[src/rtl/alu_op_sequencer.sv]
// Command-side sequencer for the ALU output mux: accepts an opcode, drives a one-hot
// select and operands for a settle period, captures the result and hands it off.
module alu_op_sequencer #(
  parameter int WIDTH  = 16,
  parameter int SEL_W  = 12,
  parameter int SETTLE = 1
) (
  input  logic             clk,
  input  logic             rst,
  input  logic             cmd_valid,
  output logic             cmd_ready,
  input  logic [3:0]       cmd_op,
  input  logic [WIDTH-1:0] cmd_a,
  input  logic [WIDTH-1:0] cmd_b,
  input  logic             cmd_use_acc,
  output logic [SEL_W-1:0] sel,
  output logic [WIDTH-1:0] op_a,
  output logic [WIDTH-1:0] op_b,
  output logic             sub_mode,
  input  logic [WIDTH-1:0] alu_res,
  input  logic             alu_carry,
  output logic             res_valid,
  input  logic             res_ready,
  output logic [WIDTH-1:0] res_data,
  output logic             res_carry,
  output logic             res_zero,
  output logic             res_err,
  output logic [WIDTH-1:0] acc
);

  // A settle of 0 behaves as 1; values above the counter range saturate.
  localparam logic [3:0] SETTLE_EFF = (SETTLE < 1)  ? 4'd1 :
                                      (SETTLE > 15) ? 4'd15 : 4'(SETTLE);
  localparam logic [4:0] NUM_OPS    = 5'(SEL_W);
  localparam logic [3:0] OP_ADD     = 4'd7;
  localparam logic [3:0] OP_SUB     = 4'd8;
  localparam logic [3:0] OP_CLEAR   = 4'd11;

  typedef enum logic [1:0] {
    IDLE  = 2'd0,
    ISSUE = 2'd1,
    RESP  = 2'd2
  } state_t;

  state_t           state_r;
  state_t           state_s;
  logic [3:0]       cnt_r;
  logic [3:0]       op_r;
  logic [SEL_W-1:0] sel_r;
  logic [WIDTH-1:0] op_a_r;
  logic [WIDTH-1:0] op_b_r;
  logic             sub_mode_r;
  logic [WIDTH-1:0] res_data_r;
  logic             res_carry_r;
  logic             res_err_r;
  logic [WIDTH-1:0] acc_r;
  logic             accept_s;
  logic             legal_s;
  logic             capture_s;

  function automatic logic op_is_legal(input logic [3:0] op);
    return ({1'b0, op} < NUM_OPS);
  endfunction

  function automatic logic [SEL_W-1:0] op_to_sel(input logic [3:0] op);
    logic [SEL_W-1:0] s;
    s = {SEL_W{1'b0}};
    for (int i = 0; i < SEL_W; i++) begin
      s[i] = (op == 4'(i));
    end
    return s;
  endfunction

  assign accept_s  = cmd_valid && (state_r == IDLE);
  assign legal_s   = op_is_legal(cmd_op);
  // Counter <= 1 also ends ISSUE so a corrupted count can never stall the FSM.
  assign capture_s = (state_r == ISSUE) && (cnt_r <= 4'd1);

  // State register.
  always_ff @(posedge clk or posedge rst) begin
    if (rst) begin
      state_r <= IDLE;
    end else begin
      state_r <= state_s;
    end
  end

  // Next-state logic.
  always_comb begin
    state_s = state_r;
    case (state_r)
      IDLE: begin
        if (accept_s) begin
          state_s = legal_s ? ISSUE : RESP;
        end else begin
          state_s = IDLE;
        end
      end
      ISSUE: begin
        if (capture_s) begin
          state_s = RESP;
        end else begin
          state_s = ISSUE;
        end
      end
      RESP: begin
        if (res_ready) begin
          state_s = IDLE;
        end else begin
          state_s = RESP;
        end
      end
      default: state_s = IDLE;
    endcase
  end

  // Handshake and status outputs decoded from the state register.
  always_comb begin
    cmd_ready = 1'b0;
    res_valid = 1'b0;
    if (rst) begin
      cmd_ready = 1'b0;
    end else begin
      cmd_ready = (state_r == IDLE);
    end
    res_valid = (state_r == RESP);
    res_zero  = (res_data_r == {WIDTH{1'b0}});
  end

  // Command latch, settle counter and result capture.
  always_ff @(posedge clk or posedge rst) begin
    if (rst) begin
      cnt_r       <= 4'd0;
      op_r        <= 4'd0;
      sel_r       <= {SEL_W{1'b0}};
      op_a_r      <= {WIDTH{1'b0}};
      op_b_r      <= {WIDTH{1'b0}};
      sub_mode_r  <= 1'b0;
      res_data_r  <= {WIDTH{1'b0}};
      res_carry_r <= 1'b0;
      res_err_r   <= 1'b0;
      acc_r       <= {WIDTH{1'b0}};
    end else begin
      case (state_r)
        IDLE: begin
          if (accept_s) begin
            op_r   <= cmd_op;
            op_a_r <= cmd_use_acc ? acc_r : cmd_a;
            op_b_r <= cmd_b;
            if (legal_s) begin
              sel_r      <= op_to_sel(cmd_op);
              sub_mode_r <= (cmd_op == OP_SUB);
              cnt_r      <= SETTLE_EFF;
            end else begin
              res_err_r   <= 1'b1;
              res_data_r  <= {WIDTH{1'b0}};
              res_carry_r <= 1'b0;
            end
          end
        end
        ISSUE: begin
          if (capture_s) begin
            // CLEAR ignores the mux output entirely.
            res_data_r  <= (op_r == OP_CLEAR) ? {WIDTH{1'b0}} : alu_res;
            acc_r       <= (op_r == OP_CLEAR) ? {WIDTH{1'b0}} : alu_res;
            res_carry_r <= ((op_r == OP_ADD) || (op_r == OP_SUB)) ? alu_carry : 1'b0;
            res_err_r   <= 1'b0;
            sel_r       <= {SEL_W{1'b0}};
            sub_mode_r  <= 1'b0;
            cnt_r       <= 4'd0;
          end else begin
            cnt_r <= cnt_r - 4'd1;
          end
        end
        RESP: begin
          cnt_r <= 4'd0;
        end
        default: begin
          sel_r      <= {SEL_W{1'b0}};
          sub_mode_r <= 1'b0;
        end
      endcase
    end
  end

  assign sel       = sel_r;
  assign op_a      = op_a_r;
  assign op_b      = op_b_r;
  assign sub_mode  = sub_mode_r;
  assign res_data  = res_data_r;
  assign res_carry = res_carry_r;
  assign res_err   = res_err_r;
  assign acc       = acc_r;

endmodule
[config.mk]
export PLATFORM = sky130hd
export DESIGN_NAME = alu_op_sequencer
export DESIGN_NICKNAME = d
export VERILOG_FILES = /design/src/rtl/alu_op_sequencer.sv
export SDC_FILE = /design/constraint.sdc
export NUM_CORES = 1
export LEC_CHECK = 0
export ABC_AREA = 1
export BUFFER_PORTS_ARGS = -buffer_cell sky130_fd_sc_hd__buf_2
export CAP_MARGIN = 40
export CORE_MARGIN = 5
export CORE_UTILIZATION = 45
export CTS_BUF_LIST = sky130_fd_sc_hd__clkbuf_2
export CTS_CLUSTER_SIZE = 14
export DETAILED_ROUTE_END_ITERATION = 7
export PLACE_DENSITY = 0.83
export SLEW_MARGIN = 30
export SYNTH_ARGS = -nofsm -noshare
export SYNTH_HDL_FRONTEND = slang
export SYNTH_SLANG_ARGS = --single-unit
[constraint.sdc]
create_clock -name clk -period 5.6 [get_ports clk]
set_input_delay 1.68 -clock clk [delete_from_list [all_inputs] [get_ports clk]]
set_output_delay 1.68 -clock clk [all_outputs]
set_load 0.02 [all_outputs]
Yosys cells after proc, flatten, opt, wreduce, memory -nomap -nowiden --
Index checks and enable logic that the tools add are counted.
Storage, ports and cells: input bits 58, register bits after elaboration 89, word-level logic and storage cells 80, output and inout bits 82
Cells by class: bitwise logic cells 1, reduce and logical (&&, ||, !) cells 13, $add $sub $neg 1, equal/unequal tests 20, $lt $le $gt $ge 2, multiplexer cells 32
Operators by type and width (count):
- 16-bit 2-to-1 mux | 5
- 12-bit 2-to-1 mux | 3
- 12-bit case mux with 3 select lines | 1
- 16-bit case mux with 2 select lines | 1
- 4-bit equality test (second input constant) | 6
- 4-bit by 3-bit equality test with 1-bit output (second input constant) | 5
- 16-bit zero test | 1
- 4-bit 2-to-1 mux | 3
- 4-bit case mux with 3 select lines | 1
- 1-bit 2-to-1 mux | 10
- 4-bit by 2-bit equality test with 1-bit output (second input constant) | 2
- 2-bit 2-to-1 mux | 4
- 2-bit inequality test (second input constant) | 4
- 4-bit AND reduction | 2
- 2-bit case mux with 3 select lines | 1
- 4-bit by 1-bit equality test with 1-bit output (second input constant) | 1
- 4-bit by 1-bit <= comparator with 1-bit output (second input constant) | 1
- 4-bit zero test | 1
- 4-bit less-than comparator (second input constant) | 1
- 1-bit case mux with 2 select lines | 2
- 2-bit AND reduction | 2
- 4-bit by 1-bit subtractor with 4-bit output (second input constant) | 1
- 1-bit case mux with 3 select lines | 1
- 3-bit AND reduction | 1
- other kinds (8) | 9

Depth between registers and ports, before layout --
Gate-level depths: netlist (run 1).
depth in word-level cells 5, depth in mapped cells 10, gate-level depth less buffers 9

Worst setup path after synthesis (run 1) --
Ideal clock, no wire load.
path kind input to output, from in rst, to out cmd_ready, slack 1.947 ns, path buffers 0, data required time 3.920 ns, arrival time 1.973 ns, stages on the path 1, cell sequence nor2_1
Between the ends: longest elaborated chain between the ends 1
Ends and longest elaborated chain:
- start, declared | RTL line 9 | input logic rst,
- 1-bit 2-to-1 mux | RTL line 121 | if (rst) begin
- end, declared | RTL line 11 | output logic cmd_ready,
Every way passes these cells.

Worst setup path in the final report (run 1) --
Same ends and word-level chain as after synthesis.

==> results_dict.tcl, run 1 <==
set metrics [dict create \
    r2r_cells 7 \
    start_util 0.466 \
    crit_cells 3 \
    worstSetupStartpointType "input pin" \
    ys_types 27 \
    first_iter_violations 227 \
    synth_top_area_share 0.539 \
    required_ps 3920 \
    worst-path-buf-inv 2 \
    swShare 0.472 \
    num_antenna_cells 0 \
    grt-ovfl-total 0 \
    regToRegSetupSlack_ps 3120 \
    syn_avg_cell_area_um2 8.02 \
    rsz0062_at_grt "no" \
    via_per_inst 4.97 \
    finalHoldViolations 0 \
    cts_root_buf "clkbuf_2" \
    min_to "sel[2]" \
    skew_ps 40.8 \
    max_freq_mhz 269 \
    die_h_um 105 \
    r2r-end "res_carry" \
    placed_cell_area_mm2 0.00483 \
    cts_setup_buffers 0 \
    worstSetupPathType "input pin to output pin" \
    synth_top_area_cell "dfrtp_1" \
    core-area_mm2 0.00876 \
    dieArea_mm2 0.0111 \
    yosysSeqAreaShare 0.539 \
    cp-end-kind "output pin" \
    cp_max_fo 2 \
    rows 34 \
    hold_class "register to register" \
    worst_pin_slew_ps 771 \
    finalSetupTns_ps 0 \
    maxSlewHeadroom 0.485 \
    cap_viol_max_count 0 \
    cp_slowest_cell "buf_2" \
    syn-num-nets 573 \
    h-tree-depth 3 \
    antenna_left 0 \
    switching_power_mw 1.32 \
    powerDensity_mw_per_mm2 564 \
    outcome "finished clean" \
    grt_antenna_before_repair 0 \
    clk_latency_ps 540 \
    layout.nets 701 \
    fin_hold_ws_ps 508 \
    clkPwrFrac 0.134 \
    synth-seq-cells 88 \
    internal_power_mw 1.48 \
    io_pins 140 \
    combPwrFrac 0.489 \
    ir_drop_mv 0.228 \
    grtUsageTotal 0.195 \
    cts.path.max_buffers 2 \
    cts_tree "built" \
    synth.top_cells.by_area "dfrtp_1 54%, nand2_1 19%, inv_1 4.7%" \
    grt_pass1_wl_um 17800 \
    min_period_ps 3720 \
    setup_viol 0 \
    cts_buffers 9 \
    gp_congestion 0.898 \
    ctsHoldBuffers 0 \
    crit_start "rst" \
    drc 0 \
    slew_viol_final 0 \
    power_frac_seq 0.377 \
    critPathArrivalTime_ps 2040 \
    syn_to_final_growth_pct 21.8 \
    die_x_um 105 \
    ctsResizeCount 0 \
    layout_commonest_cell "nand2_1" \
    crit_top_cell "buf_2" \
    ys_warn_count 0 \
    netlist_area_mm2 0.00408 \
    hold_path.startpoint "sel[2]" \
    io_buffers 139 \
    wl_per_cell_um 14.2 \
    routed_wl_um 10700 \
    final_cell_area_mm2 0.00497 \
    grt_pass1_vias 3833 \
    cts.sinks 88 \
    synth_cells 509 \
    grt_start_max_net_pins 44 \
    leakage_nw 2.93 \
    crit_chain "buf_2 > nor2_1 > buf_2" \
    dr.pass1.iters 5 \
    whs_path_depth 2 \
    period_share 0.664 \
    max_stage_delay_ps 160 \
    drive_gt1_frac 0.263 \
    vias 3728 \
    critical-path-top-delay-family "buffers and inverters" \
    clkTransAtPathRegs_ps 240 \
    reg2reg_from "state_r[0]" \
    place_hpwl_um 7830 \
    layout_common_cells "203 x nand2_1, 139 x buf_2, 88 x dfrtp_1" \
]
worst max path at each step:
stage,end,slack (ps)
floorplan,acc[0],1640
global placement,cmd_ready,1870
detailed placement,cmd_ready,1880
CTS,cmd_ready,1880
global route,cmd_ready,1840
finish,cmd_ready,1880
cell families (layout without fill, tap and decap cells):
group                    Yosys count  count (layout)  share of synthesized area
AND/OR/NAND/NOR                  293             293                      0.291
flip-flops                        88              88                      0.539
buffers and inverters             77             210                     0.0815
AO/OA/AOI/OAI                     43              43                     0.0656
adder cells (fa/ha/maj)            6               6                     0.0184
XOR/XNOR                           2               2                    0.00429
worst register-to-register path: stages, from the launching register on:
cell and delay, ps:
dfrtp_1 460, inv_1 90, ha_1 350, nand2_4 360
o21ai_4 550, nand2_2 360, nand2_1 150, o21ai_1 70
metrics by stage:
stage	util	setup WS, ps	total power, mW	cells
after floorplan	-	1640	2.00	509
after global placement	0.546	1870	2.39	732
after detailed placement	0.551	1880	2.46	734
after CTS	0.568	1880	2.84	750
after global routing	0.568	1840	3.03	750
final	0.568	1880	2.81	750
cell type report:
cell class,instances,area (um^2)
Tap cell,108,135
Clock inverter,6,91.3
Timing Repair Buffer,142,751
Inverter,52,196
Sequential cell,88,2200
Multi-Input combinational cell,344,1550
Fill cell,827,3790
Clock buffer,10,50.0
metal layers:
metal,GRT usage,vias up,part of all wire
li1,-,1829,-
met1,0.251,1744,0.42
met2,0.311,142,0.47
met3,0.0623,13,0.090
met4,0.0676,0,0.015
met5,0,-,0
synthesized netlist by cell type (all sizes together):
master	number
a21oi	2
buf	16
clkbuf	9
dfrtp	88
ha	6
inv	52
nand2	207
nand3	36
nand3b	2
nand4	1
nor2	43
nor3	4
o211ai	16
o21ai	24
o22ai	1
xnor2	1
xor2	1
power by group through the flow:
| stage | clock (mW) | combinational (mW) | sequential [mW] |
|---|---|---|---|
| after floorplan | 0 | 0.646 | 1.35 |
| after global placement | 0 | 1.33 | 1.06 |
| after detailed placement | 0 | 1.39 | 1.07 |
| after CTS | 0.389 | 1.39 | 1.06 |
| after global routing | 0.417 | 1.52 | 1.10 |
| final | 0.376 | 1.37 | 1.06 |
flip-flops by register name (all words and copies together), names as in the netlist:
| signal | flops |
|---|---|
| acc | 16 |
| cnt_r | 4 |
| op_a | 16 |
| op_b | 16 |
| op_r | 4 |
| res_carry | 1 |
| res_data | 16 |
| res_err | 1 |
| sel | 11 |
| state_r | 2 |
| sub_mode | 1 |
No activity file was read; power rests on OpenSTA's default activity.
==> run 2, diff against run 1 <==
PLACE_DENSITY = 0.86   (was 0.83)
clock period = 3.05 ns   (was 5.6 ns; I/O delays follow)
==> results_dict.tcl, run 2 (synthesis gave the netlist of run 1 again) <==
set metrics [dict create \
    outcome "finished clean" \
    grt-ovfl-total 0 \
    p_total_mw 5.09 \
    cp_slowest_cell "dfrtp_1" \
    internal_power_mw 2.65 \
    h-tree-depth 3 \
    clk_latency_ps 550 \
    grtUsageTotal 0.190 \
    ctsResizeCount 0 \
    layout_common_cells "203 x nand2_1, 139 x buf_2, 88 x dfrtp_1" \
    die_x_um 105 \
    grt_pass1_wl_um 17300 \
    routed_wl_um 10600 \
    cap_viol_max_count 0 \
    start_util 0.466 \
    die_h_um 105 \
    rows 34 \
    slew_viol_final 0 \
    cp_max_fo 8 \
    rsz0062_at_grt "no" \
    setup_viol 0 \
    finalHoldViolations 0 \
    clkTransAtPathRegs_ps 260 \
    worst_pin_slew_ps 708 \
    powerDensity_mw_per_mm2 1020 \
    core-area_mm2 0.00876 \
    dr.pass1.iters 6 \
    syn_to_final_growth_pct 21.9 \
    min_period_ps 2790 \
    grt_pass1_vias 3654 \
    leakage_nw 2.93 \
    max_stage_delay_ps 460 \
    maxSlewHeadroom 0.527 \
    worstSetupPathType "register to output pin" \
    max_freq_mhz 358 \
    crit_chain "inv_1 > ha_1 > inv_1 > nor2_1 > buf_2" \
    cts_setup_buffers 0 \
    clkPwrFrac 0.120 \
    layout_commonest_cell "nand2_1" \
    first_iter_violations 191 \
    swShare 0.479 \
    wl_per_cell_um 14.1 \
    dieArea_mm2 0.0111 \
    drc 0 \
    ctsHoldBuffers 0 \
    antenna_left 0 \
    via_per_inst 4.99 \
    io_buffers 139 \
    cts.sinks 88 \
    required_ps 2130 \
    nFillCells 800 \
    power_frac_seq 0.384 \
    num_antenna_cells 0 \
    multiInputGateArea_mm2 0.00155 \
    place_hpwl_um 7950 \
    finalSetupTns_ps 0 \
    vias 3754 \
    grt_antenna_before_repair 1 \
    cts.path.max_buffers 2 \
    grt_start_max_net_pins 43 \
    cts_buffers 9 \
    cp-end-kind "output pin" \
    worstSetupStartpointType "register" \
    utilization 0.568 \
    cts_root_buf "clkbuf_2" \
    io_pins 140 \
    drive_gt1_frac 0.264 \
    combPwrFrac 0.495 \
    switching_power_mw 2.44 \
    crit_top_cell "inv_1" \
    seq_area_mm2 0.00220 \
    gp_congestion 0.900 \
    layout.nets 704 \
    hold_class "input pin to async pin" \
    ir_drop_mv 0.446 \
    critPathArrivalTime_ps 1880 \
    cts_tree "built" \
    skew_ps 58.2 \
    period_share 0.915 \
]
[run 2: cell count changes in the layout (fill, tap and decap cells not counted)]
| cell | delta |
|---|---|
| buf_4 | +3 |
| bufinv_16 | -1 |
| inv_1 | +1 |
| inv_2 | -1 |
| clkinv_2 | -2 |
| clkinvlp_4 | +2 |
| clkinv_1 | +1 |
[run 2: final cells by class]
type,instances,area share
clock buffer,10,0.0101
clock inverter,6,0.0136
inverter,52,0.0400
multi-input combinational,344,0.311
sequential,88,0.443
tap,108,0.0272
timing repair buffer,145,0.155
[run 2: critical path: cells and delay by family (launching register included)]
family        cells  cell delay, ps
flops             1             460
buf+inv           3             440
fa+ha+maj         1             360
simple gates      1             120
[run 2: path summary, 6_finish.rpt]
kind | from | end | slack, ps | cells past startpoint
worst min register to register | sel[7] | sel[7] | 510 | 2
worst max-delay path | state_r[0] | cmd_ready | 260 | 5
worst min-delay path | rst | op_a[10] | 460 | 2
min in group clk | sel[7] | sel[7] | 510 | 2
worst max register to register | state_r[0] | res_data[5] | 880 | 7
max in group asynchronous | rst | res_data[9] | 1800 | 3
[run 2: layer usage]
metal / share of wire / routed length, um / track usage
met2: 0.48 / 5100 / 0.303
met3: 0.092 / 970 / 0.0599
met4: 0.0059 / 63 / 0.0548
met5: 0.0012 / 13 / 0
met1: 0.42 / 4440 / 0.250
[run 2: through the flow]
stage	setup WS, ps	area [um^2]	hold slack [ps]	cells
detailed placement	745	4830	458	736
global placement	799	4830	451	736
finish	258	4970	458	753
floorplan	927	4090	449	509
global route	55.2	4970	438	753
CTS	232	4950	437	752
[run 2: power groups by stage]
stage	Sequential, mW	Clock, mW	Combinational [mW]
CTS	1.96	0.623	2.52
detailed placement	1.98	0	2.52
global route	2.02	0.682	2.79
finish	1.96	0.613	2.52
floorplan	2.48	0	1.19
global placement	1.96	0	2.45
==> run 3, diff against run 2 <==
CORE_ASPECT_RATIO = 1.5   (was unset)
CTS_BUF_LIST = unset   (was sky130_fd_sc_hd__clkbuf_2)
SETUP_SLACK_MARGIN = 0.15   (was unset)
==> results_dict.tcl, run 3 (synthesis gave the netlist of run 1 again) <==
set metrics [dict create \
    clkTransAtPathRegs_ps 60 \
    cts_buffers 9 \
    setup_viol 0 \
    core-area_mm2 0.00883 \
    critPathArrivalTime_ps 1620 \
    max_freq_mhz 395 \
    rows 42 \
    io_pins 140 \
    num_antenna_cells 0 \
    required_ps 2130 \
    place_hpwl_um 8270 \
    whs_path_depth 2 \
    min_to "sel[3]" \
    worstSetupPathType "register to output pin" \
    period_share 0.830 \
    fin_hold_ws_ps 476 \
    cap_viol_max_count 0 \
    clk_latency_ps 340 \
    drive_gt1_frac 0.264 \
    dieArea_mm2 0.0111 \
    finalSetupTns_ps 0 \
    skew_ps 6.62 \
    first_iter_violations 200 \
    layout_commonest_cell "nand2_1" \
    cp-end-kind "output pin" \
    min_period_ps 2530 \
    hold_class "register to register" \
    worstSetupStartpointType "register" \
    grtUsageTotal 0.199 \
    start_util 0.462 \
    regToRegSetupSlack_ps 660 \
    via_per_inst 4.99 \
    reg2reg_from "state_r[0]" \
    grt_start_max_net_pins 50 \
    grt-ovfl-total 0 \
    antenna_left 0 \
    hold_path.startpoint "sel[3]" \
    vias 3766 \
    ir_drop_mv 0.698 \
    maxSlewHeadroom 0.527 \
    r2r-end "res_data[5]" \
    syn_to_final_growth_pct 26.5 \
    stdcell_count 755 \
    layout.nets 705 \
    wl_per_cell_um 14.5 \
    drc 0 \
    die_h_um 127 \
    finalHoldViolations 0 \
    ctsHoldBuffers 0 \
    powerDensity_mw_per_mm2 1080 \
    cp_max_fo 8 \
    worst_pin_slew_ps 708 \
    cts_tree "built" \
    gp_congestion 0.876 \
    die_x_um 87.8 \
    grt_pass1_wl_um 17400 \
    ctsResizeCount 0 \
    cts.path.max_buffers 2 \
    grt_antenna_before_repair 0 \
    cts_root_buf "clkbuf_16" \
    grt_pass1_vias 3635 \
    cts_setup_buffers 0 \
    cts.sinks 88 \
    io_buffers 139 \
    place_inst 739 \
    leakage_nw 3.01 \
    rsz0062_at_grt "no" \
    dr.pass1.iters 5 \
    h-tree-depth 3 \
    slew_viol_final 0 \
    outcome "finished clean" \
    r2r_cells 7 \
    routed_wl_um 10900 \
    layout_common_cells "203 x nand2_1, 139 x buf_2, 88 x dfrtp_1" \
]
## run 3: cell count changes in the layout (fill, tap and decap cells not counted)
cell | previous run | this run
clkbuf_16 | 0 | 9
clkbuf_8 | 0 | 1
clkbuf_1 | 0 | 1
inv_6 | 1 | 0
clkinv_1 | 1 | 0
buf_4 | 4 | 5
clkbuf_2 | 10 | 0
## run 3: final cells by class
cell class | instances | area [um^2]
fill | 805 | 3660
sequential | 88 | 2200
multi-input combinational | 344 | 1550
timing repair buffer | 146 | 781
clock buffer | 11 | 243
inverter | 52 | 199
tap | 110 | 138
clock inverter | 4 | 55.1
## run 3: worst max-delay path by stage
stage                      to       start  slack (ps)
floorplan           cmd_ready         rst         930
global route        cmd_ready  state_r[0]         430
finish              cmd_ready  state_r[0]         520
CTS                 cmd_ready  state_r[0]         490
global placement    res_carry   cmd_valid         680
detailed placement    res_err   cmd_valid         580
## run 3: critical path, stage by stage (launching register included)
cell,delay [ps]
dfrtp_1,400
inv_1,100
ha_1,350
inv_1,160
nor2_1,100
buf_2,170
## run 3: metrics by stage
| stage | setup slack (ps) | total power, mW | utilization | area (um^2) |
|---|---|---|---|---|
| 2_1_floorplan | 927 | 3.67 | - | 4090 |
| 3_3_place_gp | 683 | 4.41 | 0.548 | 4840 |
| 3_5_place_dp | 583 | 4.50 | 0.548 | 4840 |
| 4_1_cts | 495 | 5.62 | 0.582 | 5140 |
| 5_1_grt | 432 | 5.99 | 0.585 | 5160 |
| 6_report | 520 | 5.60 | 0.585 | 5160 |
## run 3: metal layers
layer / track usage / vias to the layer above / share of wire
li1: - / 1832 / -
met1: 0.244 / 1753 / 0.38
met2: 0.339 / 164 / 0.52
met3: 0.0428 / 17 / 0.078
met4: 0.0732 / 0 / 0.024
met5: 0 / - / 0
## run 3: report_power, final
| part | switching (mW) | internal (mW) | leakage, nW |
|---|---|---|---|
| Sequential | 0.315 | 1.66 | 1.13 |
| Clock | 0.442 | 0.655 | 0.142 |
| Combinational | 1.72 | 0.817 | 1.74 |
| Total | 2.47 | 3.13 | 3.01 |
